[config.mk]
export PLATFORM = sky130hd
export DESIGN_NAME = cmd_parser
export DESIGN_NICKNAME = d
export VERILOG_FILES = /design/src/rtl/cmd_parser.sv
export SDC_FILE = /design/constraint.sdc
export NUM_CORES = 1
export LEC_CHECK = 0
export CAP_MARGIN = 10
export CORE_MARGIN = 5
export CORE_UTILIZATION = 54
export DETAILED_ROUTE_END_ITERATION = 8
export PLACE_DENSITY_LB_ADDON = 0.05
export SLEW_MARGIN = 15
export SYNTH_ARGS = -nofsm -noshare
export SYNTH_HDL_FRONTEND = slang
export SYNTH_SLANG_ARGS = --single-unit
[constraint.sdc]
create_clock -name clk -period 3.2 [get_ports clk]
set_clock_uncertainty 0.15 [all_clocks]
set_input_delay 0.64 -clock clk [delete_from_list [all_inputs] [get_ports clk]]
set_output_delay 0.64 -clock clk [all_outputs]
set_load 0.05 [all_outputs]
[src/rtl/cmd_parser.sv]
// Host byte-stream decoder: escaped commands drive config registers and strobes,
// length-prefixed frames stream raw bytes into a passthrough FIFO.
module cmd_parser #(
  parameter int         FIFO_DEPTH = 16,
  parameter int         DELAY_W    = 32,
  parameter logic [7:0] WIDTH_RST  = 8'd1
) (
  input  logic               clk,
  input  logic               rst,
  input  logic [7:0]         rx_data,
  input  logic               rx_valid,
  output logic [7:0]         width_o,
  output logic [7:0]         pulses_o,
  output logic [DELAY_W-1:0] delay_o,
  output logic               soft_rst_o,
  output logic               arm_o,
  output logic               bad_cmd_o,
  output logic [7:0]         pt_data,
  output logic               pt_valid,
  input  logic               pt_rdy,
  output logic               ovf_o
);

  localparam int NB = DELAY_W / 8;
  localparam int AW = (FIFO_DEPTH > 1) ? $clog2(FIFO_DEPTH) : 1;
  localparam logic [AW:0] CNT_ZERO = (AW+1)'(0);
  localparam logic [AW:0] CNT_ONE  = (AW+1)'(1);
  localparam logic [AW:0] CNT_FULL = (AW+1)'(FIFO_DEPTH);

  typedef enum logic [1:0] {S_IDLE, S_CMD, S_ARG, S_DATA} state_t;

  state_t               state_q;
  logic [7:0]           rem_q;
  logic [7:0]           tgt_q;
  logic [7:0]           width_q;
  logic [7:0]           pulses_q;
  logic [DELAY_W-1:0]   delay_q;
  logic                 soft_rst_q;
  logic                 arm_q;
  logic                 bad_cmd_q;
  logic                 ovf_q;

  logic [7:0]           mem_q [FIFO_DEPTH];
  logic [AW-1:0]        wr_ptr_q;
  logic [AW-1:0]        rd_ptr_q;
  logic [AW-1:0]        rd_nxt_s;
  logic [AW:0]          count_q;
  logic [AW:0]          count_d;
  logic [7:0]           pt_data_q;
  logic [7:0]           pt_data_d;

  logic                 push_s;
  logic                 pop_s;
  logic                 full_s;
  logic                 push_ok_s;
  logic                 drop_s;
  logic                 tgt_ok_s;

  assign push_s    = rx_valid && (state_q == S_DATA);
  assign pop_s     = (count_q != CNT_ZERO) && pt_rdy;
  assign full_s    = (count_q == CNT_FULL);
  // A pop frees the slot on the same edge, so a full FIFO still accepts the byte.
  assign push_ok_s = push_s && (!full_s || pop_s);
  assign drop_s    = push_s && full_s && !pop_s;
  assign rd_nxt_s  = rd_ptr_q + AW'(1);
  assign tgt_ok_s  = (rx_data == 8'h10) || (rx_data == 8'h11) ||
                     ((rx_data >= 8'h20) && (rx_data < 8'(32 + NB)));

  always_ff @(posedge clk) begin
    if (rst) begin
      state_q    <= S_IDLE;
      rem_q      <= 8'd0;
      tgt_q      <= 8'd0;
      width_q    <= WIDTH_RST;
      pulses_q   <= 8'd0;
      delay_q    <= '0;
      soft_rst_q <= 1'b0;
      arm_q      <= 1'b0;
      bad_cmd_q  <= 1'b0;
      ovf_q      <= 1'b0;
    end else begin
      soft_rst_q <= 1'b0;
      arm_q      <= 1'b0;
      bad_cmd_q  <= 1'b0;
      if (drop_s) ovf_q <= 1'b1;
      if (rx_valid) begin
        case (state_q)
          S_IDLE: begin
            if (rx_data == 8'h00) begin
              state_q <= S_CMD;
            end else begin
              rem_q   <= rx_data;
              state_q <= S_DATA;
            end
          end
          S_CMD: begin
            state_q <= S_IDLE;
            if (rx_data == 8'hFF) begin
              soft_rst_q <= 1'b1;
              width_q    <= WIDTH_RST;
              pulses_q   <= 8'd0;
              delay_q    <= '0;
              ovf_q      <= 1'b0;
            end else if (rx_data == 8'hFE) begin
              arm_q <= 1'b1;
            end else if (tgt_ok_s) begin
              tgt_q   <= rx_data;
              state_q <= S_ARG;
            end else begin
              bad_cmd_q <= 1'b1;
            end
          end
          S_ARG: begin
            state_q <= S_IDLE;
            if (tgt_q == 8'h10) begin
              width_q <= rx_data;
            end else if (tgt_q == 8'h11) begin
              pulses_q <= rx_data;
            end else begin
              for (int k = 0; k < NB; k++) begin
                if (tgt_q == 8'(32 + k)) delay_q[8*k +: 8] <= rx_data;
              end
            end
          end
          S_DATA: begin
            rem_q <= rem_q - 8'd1;
            if (rem_q == 8'd1) state_q <= S_IDLE;
          end
          default: state_q <= S_IDLE;
        endcase
      end
    end
  end

  always_comb begin
    count_d = count_q;
    case ({push_ok_s, pop_s})
      2'b10:   count_d = count_q + CNT_ONE;
      2'b01:   count_d = count_q - CNT_ONE;
      default: count_d = count_q;
    endcase
  end

  // Head register: bypass the incoming byte whenever it becomes the new head.
  always_comb begin
    pt_data_d = pt_data_q;
    if (count_q == CNT_ZERO) begin
      if (push_ok_s) pt_data_d = rx_data;
      else           pt_data_d = pt_data_q;
    end else if (pop_s) begin
      if (count_q == CNT_ONE) pt_data_d = rx_data;
      else                    pt_data_d = mem_q[rd_nxt_s];
    end else begin
      pt_data_d = pt_data_q;
    end
  end

  always_ff @(posedge clk) begin
    if (rst) begin
      wr_ptr_q  <= '0;
      rd_ptr_q  <= '0;
      count_q   <= CNT_ZERO;
      pt_data_q <= 8'd0;
    end else begin
      count_q   <= count_d;
      pt_data_q <= pt_data_d;
      if (push_ok_s) wr_ptr_q <= wr_ptr_q + AW'(1);
      if (pop_s)     rd_ptr_q <= rd_nxt_s;
    end
  end

  always_ff @(posedge clk) begin
    if (push_ok_s) mem_q[wr_ptr_q] <= rx_data;
  end

  assign width_o    = width_q;
  assign pulses_o   = pulses_q;
  assign delay_o    = delay_q;
  assign soft_rst_o = soft_rst_q;
  assign arm_o      = arm_q;
  assign bad_cmd_o  = bad_cmd_q;
  assign ovf_o      = ovf_q;
  assign pt_data    = pt_data_q;
  assign pt_valid   = (count_q != CNT_ZERO);

endmodule

==> load_flow_metrics.sql <==
INSERT INTO impl_metrics (metric_group, metric, value, unit) VALUES
('status', 'status', 'finished, final reports clean', ''),
('synth', 'synth.area.top_cells', 'edfxtp_1 42%, dfxtp_1 20%, mux2i_1 8.6%', ''),
('critical_path', 'r2r-end', 'pt_data[1]', ''),
('global_route', 'grt_pass1_vias', '6111', ''),
('global_route', 'track_usage', '21.64', '%'),
('floorplan', 'row_count', '47', ''),
('placed_design', 'gpl.final_weighted_congestion', '0.8707', ''),
('routing', 'via_per_inst', '5.752', ''),
('power_and_ir_drop', 'share_comb_of_total_power', '23.1', '%'),
('finish', 'post_route_cells_drive_above_1_share', '13.71', '%'),
('synth', 'ys_warn_count', '0', ''),
('timing', 'slew_viol_final', '0', ''),
('timing', 'unrepaired_setup_endpoints_after_global_routing', 'false', ''),
('finish', 'final_nets', '822', ''),
('critical_path', 'cp-end-kind', 'output pin', ''),
('timing', 'max_slew.worst_pin.slew', '0.6662', 'ns'),
('cts', 'cts_resized', '1', ''),
('routing', 'post-route-drc-count', '0', ''),
('synth', 'cell_count_after_synthesis', '688', ''),
('critical_path', 'timing.critical_path.from', 'count_q[1]', ''),
('timing', 'final_period_minus_worst_setup_slack', '3.121', 'ns'),
('cts', 'post-cts-setup-buffers', '0', ''),
('power_and_ir_drop', 'power_frac_seq', '42.2', '%'),
('finish', 'diodes', '0', ''),
('cts', 'cts-buffers-inserted', '24', ''),
('critical_path', 'critPathCapture', 'pt_valid', ''),
('timing', 'finalHoldViolCount', '0', ''),
('power_and_ir_drop', 'powerDensity', '678.1', 'nW/um^2'),
('cts', 'cts.clk_slew.worst_paths', '0.06', 'ns'),
('synth', 'ys_seq_elements', '219', ''),
('global_route', 'grt_overflow', '0', ''),
('synth', 'synth_flop_cell', 'edfxtp_1', ''),
('global_route', 'antenna_found_initial', '0', ''),
('floorplan', 'floorplan.core_area', '16520', 'um^2'),
('critical_path', 'critPathLaunchType', 'flip-flop', ''),
('floorplan', 'floorplan.initialDensity', '54.96', '%'),
('routing', 'wl_per_cell', '20.44', 'um'),
('timing', 'relSlewSlack', '55.59', '%'),
('synth', 'synthDominantAreaCellType', 'edfxtp_1', ''),
('power_and_ir_drop', 'power.switching', '2.191', 'mW'),
('power_and_ir_drop', 'power_leakage', '3.715', 'nW'),
('timing', 'hold-worst-slack', '0.3123', 'ns'),
('finish', 'mostFrequentLayoutCells', '128 x edfxtp_1, 91 x dfxtp_1, 78 x mux2i_1, 70 x clkdlybuf4s50_1', ''),
('power_and_ir_drop', 'clockPowerShare', '34.7', '%'),
('critical_path', 'path_class', 'flip-flop to output pin', ''),
('synth', 'syn_area_per_cell', '13.20', 'um^2'),
('synth', 'synthDistinctLibCells', '53', ''),
('power_and_ir_drop', 'power', '7.495', 'mW'),
('synth', 'synth_enable_flop_cells', '128', ''),
('placed_design', 'io_buffers', '72', ''),
('cts', 'insertion_delay', '0.50', 'ns'),
('cts', 'cts.sink_count', '219', ''),
('floorplan', 'die_h', '139.7', 'um'),
('routing', 'num_vias', '5965', ''),
('placed_design', 'hpwlAfterDp', '14.20', 'mm'),
('power_and_ir_drop', 'power_report.internal_total', '5.304', 'mW'),
('cts', 'htree_num_levels', '1', ''),
('power_and_ir_drop', 'sw_frac_of_total', '29.24', '%'),
('floorplan', 'floorplan.io_pins', '73', ''),
('timing', 'finalSetupViolCount', '0', ''),
('finish', 'final_common_cell', 'edfxtp_1', ''),
('synth', 'post_synth_instance_area', '9082', 'um^2'),
('timing', 'fmax', '0.3204', 'GHz'),
('critical_path', 'worst-r2r-cell-count', '7', ''),
('routing', 'ant_nets', '0', ''),
('floorplan', 'die_area', '19510', 'um^2'),
('synth', 'synth.top_cell.area_share', '42.32', '%'),
('critical_path', 'worstReg2RegStart', 'count_q[1]', ''),
('synth', 'synth_async_sr_flop_share', '0', '%'),
('routing', 'route.final.wire_length', '21.20', 'mm'),
('synth', 'synth.yosys.seq_area_share', '62.38', '%');
## power by group through the flow
stage / logic (mW) / clock network (mW) / registers, mW
global route: 1.86 / 2.78 / 3.17
global placement: 1.70 / 0 / 3.21
floorplan: 1.05 / 0 / 3.37
CTS: 1.74 / 2.64 / 3.16
detailed placement: 1.74 / 0 / 3.22
finish: 1.73 / 2.60 / 3.17
## flip-flops by register name, summed over array words and instances, names as in the netlist, 2 cells and up
signal,cells
mem_q,128
pulses_o,8
tgt_q,8
pt_data,8
rem_q,8
rd_ptr_q,4
delay_o,32
width_o,8
state_q,2
wr_ptr_q,4
count_q,5
## per-layer routing
layer  vias up  share of wire, %  track usage (%)
met4         0               3.1            6.782
met3        43               5.0            4.391
met5         -                 0                0
met2       174                48            35.76
li1       2787                 -                -
met1      2961                44            28.98
## worst max-delay path: stages (launching register included)
cell	delay, ns
dfxtp_1	0.36
inv_1	0.15
ha_1	0.24
or4b_1	0.59
dlygate4sd2_1	0.49
## final cells by class
class | instances | area, um^2 | area share (%)
Clock inverter | 10 | 77.57 | 0.7018
Multi-Input combinational cell | 427 | 3256 | 29.45
Sequential cell | 219 | 5665 | 51.26
Clock buffer | 34 | 669.4 | 6.056
Tap cell | 220 | 275.3 | 2.490
Timing Repair Buffer | 119 | 1080 | 9.769
Inverter | 8 | 30.03 | 0.2717
## worst min path at each step
stage,from,endpoint,slack (ns),depth (start not counted)
3_5_place_dp,pt_data[3],pt_data[3],0.30,1
2_1_floorplan,tgt_q[7],tgt_q[7],0.28,1
5_1_grt,pt_data[6],pt_data[6],0.33,1
6_report,tgt_q[3],tgt_q[3],0.31,1
3_3_place_gp,tgt_q[3],tgt_q[3],0.29,1
4_1_cts,pt_data[3],pt_data[3],0.32,1
## cell usage after synthesis, drive strengths merged, types with 2 or more instances
library cell	n
a2111oi	8
a21oi	25
a22oi	14
a2bb2oi	3
a31oi	12
and2	7
and3	2
buf	10
clkbuf	24
dfxtp	91
edfxtp	128
ha	11
inv	8
mux2i	78
mux4	16
nand2	27
nand2b	48
nand3	7
nand3b	8
nand4	5
nor2	48
nor2b	12
nor3	10
nor4	5
o21ai	34
o2bb2ai	8
o31ai	2
or2	2
or3	2
or3b	2
or4	5
or4b	2
xnor2	5
xor2	8
## metrics by stage
step	cells	util (%)	cell area, um^2	setup slack, ns
global route	1037	66.89	11050	0.01994
finish	1037	66.89	11050	0.07862
detailed placement	993	62.38	10310	0.1839
global placement	993	62.38	10310	0.2139
floorplan	688	-	9082	0.5654
CTS	1037	66.89	11050	0.1080
## logic make-up after synthesis
group / count (synthesis) / share of synthesized area, %
DFF: 219 / 62.38
and+or+nand+nor: 195 / 11.63
AOI/OAI and AO/OA: 114 / 8.776
muxes: 94 / 12.56
buffers and inverters: 42 / 1.805
xor gates and xnor gates: 13 / 1.336
adders and majority gates: 11 / 1.515
Power figures use the tool's default switching activity.
